## config.mk

```make
export PLATFORM = sky130hd
export DESIGN_NAME = trace_stream_arbiter
export DESIGN_NICKNAME = d
export VERILOG_FILES = /design/src/rtl/trace_stream_arbiter.sv
export SDC_FILE = /design/constraint.sdc
export NUM_CORES = 1
export LEC_CHECK = 0
export ABC_AREA = 1
export BUFFER_PORTS_ARGS = -buffer_cell sky130_fd_sc_hd__clkbuf_2
export CAP_MARGIN = 5
export CORE_MARGIN = 1
export CORE_UTILIZATION = 47
export CTS_CLUSTER_SIZE = 25
export DETAILED_ROUTE_END_ITERATION = 6
export GPL_ROUTABILITY_DRIVEN = 0
export PLACE_DENSITY = 0.92
export SYNTH_ARGS = -nofsm -noshare
export SYNTH_HDL_FRONTEND = slang
export SYNTH_SLANG_ARGS = --single-unit
```

## constraint.sdc

```tcl
create_clock -name AXI_ACLK -period 4.8 [get_ports AXI_ACLK]
set_input_delay 0.48 -clock AXI_ACLK [delete_from_list [all_inputs] [get_ports AXI_ACLK]]
set_output_delay 0.48 -clock AXI_ACLK [all_outputs]
set_load 0.02 [all_outputs]
```

## src/rtl/trace_stream_arbiter.sv

```systemverilog
// Round-robin merge of NUM_SRC AXI-Stream trace sources into one tagged stream.
// A grant is held until TLAST or MAX_BURST beats; one registered output stage.
module trace_stream_arbiter #(
    parameter int NUM_SRC   = 4,
    parameter int MAX_BURST = 16
) (
    input  logic                   AXI_ACLK,
    input  logic                   AXI_ARESETN,
    input  logic                   enable,
    input  logic [NUM_SRC-1:0]     S_AXIS_TVALID,
    output logic [NUM_SRC-1:0]     S_AXIS_TREADY,
    input  logic [32*NUM_SRC-1:0]  S_AXIS_TDATA,
    input  logic [NUM_SRC-1:0]     S_AXIS_TLAST,
    output logic                   M_AXIS_TVALID,
    input  logic                   M_AXIS_TREADY,
    output logic [31:0]            M_AXIS_TDATA,
    output logic                   M_AXIS_TLAST,
    output logic [((NUM_SRC > 1) ? $clog2(NUM_SRC) : 1)-1:0] M_AXIS_TID,
    output logic                   busy
);

    localparam int SRC_W = (NUM_SRC > 1) ? $clog2(NUM_SRC) : 1;
    localparam int CNT_W = $clog2(MAX_BURST + 1);

    typedef enum logic {
        IDLE,
        GRANT
    } state_t;

    state_t             state_q;
    state_t             state_d;
    logic [SRC_W-1:0]   ptr_q;
    logic [SRC_W-1:0]   gnt_q;
    logic [SRC_W-1:0]   pick;
    logic [SRC_W-1:0]   idx;
    logic [SRC_W-1:0]   gnt_next;
    logic [CNT_W-1:0]   cnt_q;
    logic [31:0]        sel_data;
    logic               sel_last;
    logic               out_free;
    logic               accept;
    logic               cut;
    logic               release_g;
    logic               start_g;

    // Scan downward so the lowest offset from ptr is the one that sticks.
    always_comb begin
        pick = '0;
        idx  = '0;
        for (int k = NUM_SRC - 1; k >= 0; k--) begin
            idx = SRC_W'((int'(ptr_q) + k) % NUM_SRC);
            if (S_AXIS_TVALID[idx]) pick = idx;
        end
    end

    always_comb begin
        sel_data = '0;
        sel_last = 1'b0;
        for (int i = 0; i < NUM_SRC; i++) begin
            if (gnt_q == SRC_W'(i)) begin
                sel_data = S_AXIS_TDATA[32*i +: 32];
                sel_last = S_AXIS_TLAST[i];
            end
        end
    end

    assign out_free = !M_AXIS_TVALID || M_AXIS_TREADY;
    assign cut      = (cnt_q == CNT_W'(MAX_BURST - 1));
    assign gnt_next = (gnt_q == SRC_W'(NUM_SRC - 1)) ? '0 : gnt_q + 1'b1;
    assign busy     = (state_q == GRANT);

    always_ff @(posedge AXI_ACLK) begin
        if (!AXI_ARESETN) state_q <= IDLE;
        else              state_q <= state_d;
    end

    always_comb begin
        state_d       = state_q;
        S_AXIS_TREADY = '0;
        accept        = 1'b0;
        release_g     = 1'b0;
        start_g       = 1'b0;
        unique case (state_q)
            IDLE: begin
                if (enable && |S_AXIS_TVALID) begin
                    start_g = 1'b1;
                    state_d = GRANT;
                end
            end
            GRANT: begin
                S_AXIS_TREADY[gnt_q] = out_free;
                accept    = S_AXIS_TVALID[gnt_q] && out_free;
                release_g = accept && (sel_last || cut);
                if (release_g) state_d = IDLE;
            end
            default: state_d = IDLE;
        endcase
    end

    always_ff @(posedge AXI_ACLK) begin
        if (!AXI_ARESETN) begin
            ptr_q         <= '0;
            gnt_q         <= '0;
            cnt_q         <= '0;
            M_AXIS_TVALID <= 1'b0;
            M_AXIS_TDATA  <= '0;
            M_AXIS_TLAST  <= 1'b0;
            M_AXIS_TID    <= '0;
        end else begin
            if (start_g) begin
                gnt_q <= pick;
                cnt_q <= '0;
            end
            if (accept) begin
                cnt_q        <= cnt_q + CNT_W'(1);
                M_AXIS_TDATA <= sel_data;
                M_AXIS_TLAST <= sel_last || cut;
                M_AXIS_TID   <= gnt_q;
            end
            if (release_g) ptr_q <= gnt_next;
            // A load in the same cycle as a drain keeps the stage full.
            if (accept)             M_AXIS_TVALID <= 1'b1;
            else if (M_AXIS_TREADY) M_AXIS_TVALID <= 1'b0;
        end
    end

endmodule
```

==> metrics.yaml <==
power:
  total_power_mw: 1.14
  p_comb_share_pct: 36.8
  internal-power_uw: 720
  clkPwrFrac_pct: 24.5
  ir_drop_mv: 0.149
  swShare_pct: 36.6
  p_per_area_mw_per_mm2: 292
  power_frac_seq_pct: 38.7
  p_switching_uw: 416
  leakagePower_nw: 2.00
clocking:
  cts_resized: 0
  cts_setup_buffers: 0
  cts_sinks: 46
  path_clk_slew_ns: 0.09
  clk_latency_ns: 0.30
  hold_buffers: 0
  htree_levels: 2
  clock_path_buffers: 2
  cts_buffers: 5
  cts_tree: "done"
  cts_root_buffer: "clkbuf_8"
sta:
  hold_viol: 0
  worst_pin_slew_ns: 1.04
  setup_tns_ns: 0
  setup_viol: 0
  max_slew_margin_pct: 30.2
  clock_skew_ns: 0.00904
  clock.fmax_mhz: 307
  finalMaxSlewViolations: 0
  fin_crit_sh_pct: 67.9
  rsz0062_at_grt: "no"
  period_needed_ns: 3.26
placed_design:
  detailed_place_hpwl_um: 7130
  io_buffers: 180
  dpl_cell_area_sq_mm: 0.00377
layout:
  fill_cells: 548
  syn_to_final_growth_pct: 31.1
  utilization_pct: 64.8
  multiInputGateArea_sq_mm: 0.00172
  diodes: 0
  seq_area_sq_um: 921
  drive_above_1_share_pct: 38.1
  layout.nets: 733
  fin_area_sq_mm: 0.00388
global_route:
  antenna_found_initial: 0
  gr-total-overflow: 0
  track_usage_pct: 30.4
  grt_pass1_wl_um: 15500
  grt_pass1_vias: 3424
  grt_start_max_net_pins: 42
route:
  routed_via_density: 5.63
  wirelength_um: 10000
  drt_iter0_markers: 219
  wire_per_inst_um: 15.1
  firstDrtPassIters: 6
  post-route-drc-count: 0
  route.vias.total: 3731
  ant_nets: 0
worst_setup_path:
  ff2ff_setup_slack_ns: 1.83
  critical_path_arrival_ns: 2.78
  worstPathMaxFanout: 34
  crit_slowest_cell: "clkinv_1"
  crit_chain: "inv_2 -> ha_1 -> buf_4 -> clkinv_1 -> nor2_1 -> clkbuf_2"
  slowest_delay_ns: 0.91
  crit_required_ns: 4.32
  setup.worst_path.end_class: "primary output"
  startpoint_type: "flop"
  setup.worst_path.class: "reg2out"
hold_path:
  hold_path.class: "in2reg"
synth:
  syn_area_sq_mm: 0.00296
  avgSynthCellArea_sq_um: 6.92
  netlist.area_leader.share_pct: 31.1
  ys_types: 29
  syn-num-nets: 574
  ys_top_cells_by_area: "dfxtp_1 (31%), a21oi_1 (15%), nand2_1 (12%), o211ai_1 (8.4%), a21oi_2 (5.9%)"
  synth_seq_cells: 46
  synth_top_area_cell: "dfxtp_1"
  yosysWarnings: 0
  ys_seq_area_share_pct: 31.1
  netlist_instances: 428
floorplanning:
  core_region_area_sq_mm: 0.00599
  pin_count: 181
  die_w_um: 81.4
  dieHeight_um: 81.4
  start_util_pct: 49.4
  fp.dieArea_sq_mm: 0.00662
  row_count: 28
outcome:
  status: "completed"
flow_run:
  cap_viol_max_count: 0
-- power groups by stage --
stage	sequential (mW)	combinational (mW)	clock (mW)
after global routing	0.443	0.463	0.298
after CTS	0.439	0.413	0.284
final	0.439	0.418	0.279
after floorplan	0.481	0.242	0
after detailed placement	0.447	0.411	0
after global placement	0.446	0.400	0
-- routing by layer --
metal  share of wire (%)  track usage (%)  up-vias
met1                  40             34.4     1664
li1                    -                -     1792
met5                   0                0        -
met2                  48             52.8      247
met3                 8.9             7.42       28
met4                 3.1             14.6        0
-- cells in the mapped netlist, drive strengths merged --
master / instances
a21oi: 112
nand2: 100
dfxtp: 46
o21ai: 41
o211ai: 33
inv: 23
buf: 17
clkbuf: 16
nor2: 13
nand3: 12
ha: 6
clkinv: 3
nor3: 2
nand4: 1
o22ai: 1
or2: 1
xor2: 1
-- stage by stage --
stage	setup slack, ns	hold slack (ns)	cells
floorplan	2.86	0.439	428
global placement	1.95	0.451	655
detailed placement	1.90	0.465	655
CTS	1.55	0.432	663
global route	1.33	0.448	663
finish	1.54	0.436	663
-- area by class of cell --
| type | count | share of cell area [%] |
|---|---|---|
| multi-input combinational | 323 | 44.4 |
| timing repair buffer | 185 | 24.2 |
| sequential | 46 | 23.7 |
| clock buffer | 8 | 2.84 |
| inverter | 26 | 2.51 |
| tap | 75 | 2.42 |
-- flip-flops by register name, summed over array words and instances, names as in the netlist --
register	flops
M_AXIS_TID	2
M_AXIS_TDATA	32
M_AXIS_TLAST	1
cnt_q	5
busy	1
ptr_q	2
M_AXIS_TVALID	1
gnt_q	2
-- cells in the final DEF (no fill, tap or decap), drive strengths merged --
master / instances
o21ai: 41
dfxtp: 46
o211ai: 33
o22ai: 1
nand4: 1
nor2: 13
xor2: 1
nand2: 100
buf: 5
ha: 6
a21oi: 112
nand3: 12
nor3: 2
clkinv: 3
inv: 23
or2: 1
clkbuf: 188
-- kinds of logic after synthesis --
group | Yosys count | synth area share, %
buf+inv | 59 | 10.7
simple gates | 129 | 17.6
compound gates | 187 | 37.7
xor+xnor | 1 | 0.296
flops | 46 | 31.1
fa+ha+maj | 6 | 2.53
-- worst max-delay path, delay by kind of cell (launching register included) --
| kind | cells | cell delay (ns) |
|---|---|---|
| buffers and inverters | 4 | 1.60 |
| flip-flops | 1 | 0.40 |
| AND/OR/NAND/NOR | 1 | 0.31 |
| adder cells (fa/ha/maj) | 1 | 0.16 |
-- worst paths after layout --
check | from | end | depth (start not counted)
setup / recovery | gnt_q[0] | S_AXIS_TREADY[2] | 6
setup reg to reg | gnt_q[0] | busy | 9
hold reg to reg | M_AXIS_TLAST | M_AXIS_TLAST | 2
hold / removal | enable | busy | 3
Note: power is estimated with default switching activity, not from simulation.
